===== src/rtl/game_sequencer.sv =====
// Game-flow controller for the road-crossing game: sequences IDLE/PLAY/HIT/WIN
// phases, owns the 0..99 level counter, issues player-reset pulses and derives
// the level-dependent car move tick from frame starts.
// Optional feature macro: LIVES_EN (adds a lives counter, the OVER state and o_lives).
module game_sequencer #(
  parameter int unsigned GOAL_ROW    = 1,
  parameter int unsigned BASE_DIV    = 12,
  parameter int unsigned MIN_DIV     = 2,
  parameter int unsigned LEVEL_SHIFT = 3,
  parameter int unsigned HOLD_FRAMES = 60,
  parameter int unsigned FLASH_BIT   = 3
) (
  input  logic       i_Clk,
  input  logic       i_Rst_n,
  input  logic       i_frame_start,
  input  logic       i_start,
  input  logic [3:0] i_player_y,
  input  logic       i_collision,
  output logic [6:0] o_level,
  output logic [2:0] o_state,
  output logic       o_player_reset,
  output logic       o_freeze,
  output logic       o_move_tick,
`ifdef LIVES_EN
  output logic       o_flash,
  output logic [1:0] o_lives
`else
  output logic       o_flash
`endif
);

  localparam int unsigned LEVEL_W = 7;
  localparam int unsigned DIV_W   = 4;
  localparam int unsigned HOLD_W  = 7;
  localparam int unsigned CALC_W  = 8;

  typedef enum logic [2:0] {
    S_IDLE = 3'd0,
    S_PLAY = 3'd1,
    S_HIT  = 3'd2,
    S_WIN  = 3'd3,
    S_OVER = 3'd4
  } state_t;

  state_t              state;
  logic                start_q;
  logic [DIV_W-1:0]    div_cnt;
  logic [HOLD_W-1:0]   hold_cnt;

  logic                start_ev;
  logic [CALC_W-1:0]   lvl_shifted;
  logic signed [CALC_W-1:0] div_raw;
  logic [CALC_W-1:0]   div_eff;
  logic [DIV_W-1:0]    div_last;
  logic                frame_wrap;
  logic                hold_done;
  logic [HOLD_W-1:0]   hold_inc;

  assign o_state = state;

  // Start button edge detect; start_q resets high so a held button is ignored.
  assign start_ev = i_start & ~start_q;

  // Move-tick period: base divider shrinks with level, clamped to the minimum.
  assign lvl_shifted = CALC_W'(o_level) >> LEVEL_SHIFT;
  assign div_raw     = $signed(CALC_W'(BASE_DIV) - lvl_shifted);
  assign div_eff     = (div_raw < $signed(CALC_W'(MIN_DIV))) ? CALC_W'(MIN_DIV)
                                                             : $unsigned(div_raw);
  assign div_last    = DIV_W'(div_eff - CALC_W'(1));
  assign frame_wrap  = (div_cnt == div_last);

  // Hold timing for the HIT/WIN phases.
  assign hold_inc  = hold_cnt + HOLD_W'(1);
  assign hold_done = (hold_cnt == HOLD_W'(HOLD_FRAMES - 1));

  // Game-flow state machine with registered outputs.
  always_ff @(posedge i_Clk) begin
    if (!i_Rst_n) begin
      state          <= S_IDLE;
      start_q        <= 1'b1;
      div_cnt        <= '0;
      hold_cnt       <= '0;
      o_level        <= '0;
      o_player_reset <= 1'b0;
      o_freeze       <= 1'b1;
      o_move_tick    <= 1'b0;
      o_flash        <= 1'b0;
`ifdef LIVES_EN
      o_lives        <= 2'd3;
`endif
    end else begin
      start_q        <= i_start;
      o_player_reset <= 1'b0;
      o_move_tick    <= 1'b0;

      case (state)
        S_IDLE: begin
          o_freeze <= 1'b1;
          o_flash  <= 1'b0;
          if (start_ev) begin
            state          <= S_PLAY;
            o_player_reset <= 1'b1;
            div_cnt        <= '0;
            o_freeze       <= 1'b0;
          end
        end

        S_PLAY: begin
          o_freeze <= 1'b0;
          o_flash  <= 1'b0;
          if (i_frame_start) begin
            if (frame_wrap) begin
              div_cnt     <= '0;
              o_move_tick <= 1'b1;
            end else begin
              div_cnt <= div_cnt + DIV_W'(1);
            end
          end
          if (i_collision) begin
            state    <= S_HIT;
            hold_cnt <= '0;
            o_freeze <= 1'b1;
`ifdef LIVES_EN
            o_lives  <= o_lives - 2'd1;
`endif
          end else if (i_player_y == 4'(GOAL_ROW)) begin
            state    <= S_WIN;
            hold_cnt <= '0;
            o_freeze <= 1'b1;
            o_level  <= (o_level == LEVEL_W'(99)) ? '0 : o_level + LEVEL_W'(1);
          end
        end

        S_HIT, S_WIN: begin
          o_freeze <= 1'b1;
          if (i_frame_start) begin
            if (hold_done) begin
              o_flash <= 1'b0;
`ifdef LIVES_EN
              if (state == S_HIT && o_lives == 2'd0) begin
                state   <= S_OVER;
                o_flash <= 1'b1;
              end else begin
                state          <= S_PLAY;
                o_player_reset <= 1'b1;
                div_cnt        <= '0;
                o_freeze       <= 1'b0;
              end
`else
              if (state == S_HIT) begin
                o_level <= '0;
              end
              state          <= S_PLAY;
              o_player_reset <= 1'b1;
              div_cnt        <= '0;
              o_freeze       <= 1'b0;
`endif
            end else begin
              hold_cnt <= hold_inc;
              o_flash  <= hold_inc[FLASH_BIT];
            end
          end
        end

`ifdef LIVES_EN
        S_OVER: begin
          o_freeze <= 1'b1;
          o_flash  <= 1'b1;
          if (start_ev) begin
            state          <= S_PLAY;
            o_level        <= '0;
            o_lives        <= 2'd3;
            o_player_reset <= 1'b1;
            div_cnt        <= '0;
            o_freeze       <= 1'b0;
            o_flash        <= 1'b0;
          end
        end
`endif

        default: begin
          state    <= S_IDLE;
          o_freeze <= 1'b1;
          o_flash  <= 1'b0;
        end
      endcase
    end
  end

endmodule


===== config.mk =====
export PLATFORM = sky130hd
export DESIGN_NAME = game_sequencer
export DESIGN_NICKNAME = d
export VERILOG_FILES = /design/src/rtl/game_sequencer.sv
export SDC_FILE = /design/constraint.sdc
export NUM_CORES = 1
export LEC_CHECK = 0
export CAP_MARGIN = 5
export CORE_UTILIZATION = 65
export CTS_CLUSTER_DIAMETER = 40
export DETAILED_ROUTE_END_ITERATION = 12
export DONT_BUFFER_PORTS = 1
export PLACE_DENSITY = 0.89
export SLEW_MARGIN = 10
export SYNTH_ARGS = -nofsm -noshare
export SYNTH_HDL_FRONTEND = slang
export SYNTH_SLANG_ARGS = --single-unit

===== constraint.sdc =====
create_clock -name i_Clk -period 6.3 [get_ports i_Clk]
set_clock_uncertainty 0.05 [all_clocks]
set_input_delay 1.26 -clock i_Clk [delete_from_list [all_inputs] [get_ports i_Clk]]
set_output_delay 1.26 -clock i_Clk [all_outputs]
set_load 0.01 [all_outputs]

==> impl_metrics.ini, run 1 <==
[run_status]
status = completed

[floorplanning]
row_count = 17
ioPinCount = 23
die-width_microns = 52.3
die_area_sq_um = 2730
coreArea_sq_um = 2300
die_h_microns = 52.3
start_util_pct = 71.5

[sta]
rsz0062_at_grt = false
relSlewSlack_pct = 50.7
max_freq_mhz = 307
drv_slew = 0
finalSetupViolations = 0
worstMarginPinSlew_ns = 0.733
hold_violations = 0
period_share_pct = 51.7
timing.final.crit_period_ns = 3.26
fin_tns_setup_ns = 0

[hold_path]
hold_path_depth = 2
worstHoldStart = hold_cnt[1]
min_to = hold_cnt[1]
hold_class = register to register

[clocking]
hold_buffers = 0
clk_pin_slew_ns = 0.15
cts_resized = 0
cts-root-buf = clkbuf_4
insertion_delay_ns = 0.34
post_cts_buffers = 0
h-tree-depth = 1
cts_buffers = 3
cts_tree = done
cts_sinks = 25
clockBufferDepth = 2

[pwr]
power.density_nw_per_um2 = 269
power_mw = 0.447
power_leakage_nw = 0.626
vdd_drop_max_v = 0.000234

[drt]
viasPerCell = 6.43
drtAntennaViolNets = 0
drtIter0Drc = 30
num_vias = 1446
routed_wl_microns = 3320
drc = 0
wire_per_inst_microns = 14.8
dr.pass1.iters = 4

[critical_path]
r2r_end = div_cnt[1]
cpPeakStageDelay_ns = 0.59
crit_top_cell = ha_1
rr_worst_depth = 11
cp-startpoint = o_level[3]
critPathKind = register to register
path_cells = inv_1 -> ha_1 -> nor4bb_1 -> or4_1 -> ha_1 -> xor2_1 -> nand4b_1 -> o211ai_1 -> nand4_1 -> nand3_1 -> a21boi_0
crit_path_start_kind = register
r2r_slack_ns = 3.04
crit_slowest_cell = or4_1
crit_fanout = 11
cp.required_ns = 6.49
crit_arrival_ns = 3.45
critPathCaptureType = register
r2r_start = o_level[3]

[layout]
syn_to_final_growth_pct = 1.14
antenna_cells = 0
drive_gt1_share_pct = 5.58
postLayoutCellArea_sq_um = 1660
n_fill_cell = 182
nets = 217

[logic_synthesis]
synthFlopType = dfxtp_1
syn-num-nets = 222
syn-cell-area_sq_um = 1640
synth_cell_types = 51
yosys_warnings = 0
async_flop_share_pct = 0
synth_edf_count = 0
synth.avg_cell_area_sq_um = 8.09
syn_inst = 203
yosysSeqAreaShare_pct = 30.5
synth_seq_cells = 25

[global_routing]
grt_pass1_wl_microns = 5750
grt_max_degree = 19
grt_remaining_overflow = 0
antenna_found_initial = 0
grt_pass1_vias = 1400
track_usage_pct = 28.3

[place]
place_area_sq_um = 1630
place.gp.congestion = 0.807
dpl.hpwl_microns = 2540
numPortBuffers = 0

[job]
maxCapViolations = 0
==> worst max-delay path by stage <==
| stage | end | slack [ns] | cells after the start |
|---|---|---|---|
| floorplan | div_cnt[2] | 3.42 | 12 |
| global placement | div_cnt[1] | 3.27 | 11 |
| detailed placement | div_cnt[1] | 3.06 | 11 |
| CTS | div_cnt[1] | 3.05 | 11 |
| global route | div_cnt[2] | 2.79 | 11 |
| finish | div_cnt[1] | 3.04 | 11 |
==> report_power, final <==
group          total, mW  internal, mW  switching (mW)
combinational      0.177        0.0647           0.113
sequential         0.194         0.173          0.0212
clock             0.0751        0.0239          0.0513
==> cells by family (layout without fill, tap and decap cells) <==
group	Yosys count	count (layout)	share of synthesized area [%]
AND/OR/NAND/NOR	90	90	31.9
AO/OA/AOI/OAI	42	42	16.7
flip-flops	25	25	30.5
buffers and inverters	20	14	4.95
XOR/XNOR	14	14	7.47
adder cells (fa/ha/maj)	10	10	7.62
other	1	1	0.228
multiplexers	1	1	0.610
==> sequential cells by signal, indices dropped and copies added, names as in the netlist <==
register	flops
start_q	1
o_move_tick	1
hold_cnt	7
o_flash	1
o_player_reset	1
div_cnt	4
o_level	7
o_freeze	1
o_state	2
==> cell usage in the layout (no fill, tap or decap), drive strengths merged, types with 2 or more instances in the layout <==
cell type | Yosys | layout
nor2 | 21 | 21
nand4 | 7 | 7
clkbuf | 7 | 3
nand2 | 12 | 12
ha | 10 | 10
a21oi | 7 | 7
xnor2 | 5 | 5
dfxtp | 25 | 25
or3b | 2 | 2
o21ai | 14 | 14
nor4 | 4 | 4
nor2b | 3 | 3
or3 | 2 | 2
or4 | 2 | 2
xor2 | 9 | 9
nand3 | 8 | 8
nand2b | 6 | 6
a21boi | 5 | 5
o311ai | 2 | 2
nand4b | 3 | 3
and3b | 2 | 2
nor3b | 2 | 2
and3 | 4 | 4
and2 | 2 | 2
inv | 10 | 10
o31ai | 3 | 3
o21a | 3 | 3
nor3 | 5 | 5
==> per-layer routing <==
metal  global-route usage, %  up-vias  share of wire, %
li1                        -      711                 -
met1                    31.7      688                42
met2                    50.2       38                52
met3                    4.93        9               3.8
met4                    15.8        0               2.2
met5                       0        -                 0
==> layout make-up <==
class                           count  area, sq um  share of cell area (%)
Multi-Input combinational cell    158         1060                    63.8
Tap cell                           28         35.0                    2.11
Clock buffer                        3         22.5                    1.36
Clock inverter                      1         5.00                   0.301
Sequential cell                    25          500                    30.1
Inverter                           10         37.5                    2.26
==> through the flow <==
stage               util, %  worst slack, ns  std cells  hold slack [ns]
finish                 72.3             3.04        225            0.491
global route           72.3             2.79        225            0.526
CTS                    72.3             3.05        225            0.493
detailed placement     71.1             3.06        221            0.465
global placement       71.1             3.27        221            0.446
floorplan                 -             3.42        203            0.430
==> critical path, delay by kind of cell (launching register included) <==
kind / cells / cell delay [ns]
AO/OA/AOI/OAI: 2 / 0.21
XOR/XNOR: 1 / 0.18
adder cells (fa/ha/maj): 2 / 0.68
buffers and inverters: 1 / 0.20
flip-flops: 1 / 0.56
AND/OR/NAND/NOR: 5 / 1.29
==> synth_stat cells, types with 3 or more instances <==
cell      number  area (sq um)
nor4_1         4          25.0
nor2_1        21          78.8
xor2_1         9          78.8
nor2b_1        3          18.8
o21a_1         3          22.5
o21ai_0       13          65.1
ha_1          10           125
nand2_1       12          45.0
inv_1         10          37.5
nor3_1         4          20.0
a21boi_0       4          30.0
dfxtp_1       25           500
clkbuf_1       7          26.3
o31ai_1        3          22.5
nand2b_1       6          37.5
a21oi_1        6          30.0
xnor2_1        5          43.8
nand3_1        8          40.0
and3_1         4          25.0
nand4_1        7          43.8
(Power assumes the default switching activity.)
==> inputs of run 2 (changes only) <==
- CORE_UTILIZATION: 65 -> 56
- PLACE_DENSITY: 0.89 -> 0.82
- clock period: 6.3 -> 2.64 ns (I/O delays scaled with it)
==> run 2 against run 1 <==
  * The flow now finishes with violations (negative setup slack)
  * Sequential share of layout area decreased by 2.6 points
  * Maximum frequency is 21% higher
  * Critical endpoint is now div_cnt[0]
  * Final area increased by 10%
==> impl_metrics.ini, run 2 (same netlist as run 1, synthesis figures left out) <==
[run_status]
status = finished, violations left
violations = negative setup slack

[clocking]
h-tree-depth = 1
insertion_delay_ns = 0.30
cts-root-buf = clkbuf_4
cts_sinks = 25
cts_tree = done
clockBufferDepth = 2
cts_buffers = 3
clk_pin_slew_ns = 0.13

[sta]
hold_violations = 0
fin_tns_setup_ns = -0.185
setup_slack_ns = -0.0551
drv_slew = 0
max_freq_mhz = 371
rsz0062_at_grt = true
period_share_pct = 102
timing.final.crit_period_ns = 2.70
finalSetupViolations = 4

[drt]
drtIter0Drc = 63
drtAntennaViolNets = 0
routed_wl_microns = 3700
viasPerCell = 6.10
num_vias = 1482
drc = 0
dr.pass1.iters = 4
wire_per_inst_microns = 15.2

[layout]
antenna_cells = 0
syn_to_final_growth_pct = 11.7
reg_top3 = hold_cnt: 7 flops, o_level: 7 flops, div_cnt: 4 flops
final_common_cell = dfxtp_1
postLayoutCellArea_sq_um = 1830
nets = 232
drive_gt1_share_pct = 17.0
most-common-layout-cells = 23 x dfxtp_1, 21 x nor2_1, 15 x buf_4, 12 x nand2_1, 10 x o21ai_0

[floorplanning]
coreArea_sq_um = 2760
die_h_microns = 56.1
die_area_sq_um = 3150
die-width_microns = 56.1
ioPinCount = 23
row_count = 19
start_util_pct = 59.5

[place]
dpl.hpwl_microns = 2720
place_area_sq_um = 1730
numPortBuffers = 0
place.gp.congestion = 0.783

[critical_path]
crit_arrival_ns = 2.85
crit_fanout = 4
critPathKind = register to register
r2r_slack_ns = -0.06
cpPeakStageDelay_ns = 0.56
cp.required_ns = 2.80
critPathCaptureType = register
crit_path_start_kind = register
crit_top_cell = ha_4
path_cells = inv_4 -> ha_4 -> and3b_2 -> or4_4 -> ha_4 -> xor2_2 -> nand4b_1 -> o211ai_1 -> nand4_1 -> nand3b_1 -> a21boi_1
crit_slowest_cell = or4_4

[pwr]
power.density_nw_per_um2 = 577
power_leakage_nw = 0.707
vdd_drop_max_v = 0.000584
power_mw = 1.06

[global_routing]
grt_remaining_overflow = 0
grt_max_degree = 19
track_usage_pct = 23.3
antenna_found_initial = 0
grt_pass1_vias = 1387
grt_pass1_wl_microns = 5970

[hold_path]
hold_class = input port to register

[job]
maxCapViolations = 0
run 2: cell count changes in the layout (fill, tap and decap cells not counted), sizes merged:
cell    previous run  this run
clkinv             1         0
clkbuf             3         4
buf                0        15
run 2: worst paths after layout:
kind | from | to | cells after the start
worst min register to register | hold_cnt[1] | hold_cnt[1] | 2
worst max-delay path | o_level[3] | div_cnt[0] | 11
worst min-delay path | i_Rst_n | start_q | 1
worst max register to register | o_level[3] | div_cnt[0] | 11
run 2: area by class of cell:
type,instances,area (sq um)
multi-input combinational,158,1110
timing repair buffer,15,113
fill,235,925
sequential,25,505
clock buffer,4,26.3
inverter,10,40.0
tap,31,38.8
run 2: worst max-delay path, delay by kind of cell, from the launching register on:
family | cells | cell delay (ns)
AND/OR/NAND/NOR | 5 | 1.29
flip-flops | 1 | 0.37
AO/OA/AOI/OAI | 2 | 0.23
buffers and inverters | 1 | 0.06
adder cells (fa/ha/maj) | 2 | 0.42
XOR/XNOR | 1 | 0.17
run 2: repair_timing:
action	in CTS	in global routing
endpoints found under the hold margin	0	0
setup endpoints to repair	4	5
buffers inserted	1	3
hold buffers	0	0
resized for setup	4	9
pin swaps	2	11
run 2: where the power goes:
| group | internal (mW) | switching (mW) | leakage [nW] | total [mW] |
|---|---|---|---|---|
| Clock | 0.0588 | 0.104 | 0.0150 | 0.163 |
| Combinational | 0.158 | 0.270 | 0.488 | 0.428 |
| Sequential | 0.412 | 0.0542 | 0.204 | 0.466 |
run 2: metrics by stage:
| stage | std cells | hold WS (ns) | util, % | setup slack [ns] |
|---|---|---|---|---|
| final | 243 | 0.232 | 66.5 | -0.0551 |
| after global routing | 243 | 0.218 | 66.5 | -0.248 |
| after CTS | 240 | 0.227 | 64.8 | 0.0237 |
| after detailed placement | 235 | 0.461 | 62.7 | -0.0382 |
| after global placement | 235 | 0.448 | 62.7 | 0.0900 |
| after floorplan | 203 | 0.430 | - | 0.0126 |
run 2: layer usage:
layer	track usage, %	vias up	routed length [microns]	share of wire, %
met5	0	-	0	0
met4	6.97	0	44	1.2
met3	2.79	6	138	3.7
met2	42.9	44	1920	52
met1	28.2	682	1600	43
li1	-	750	-	-
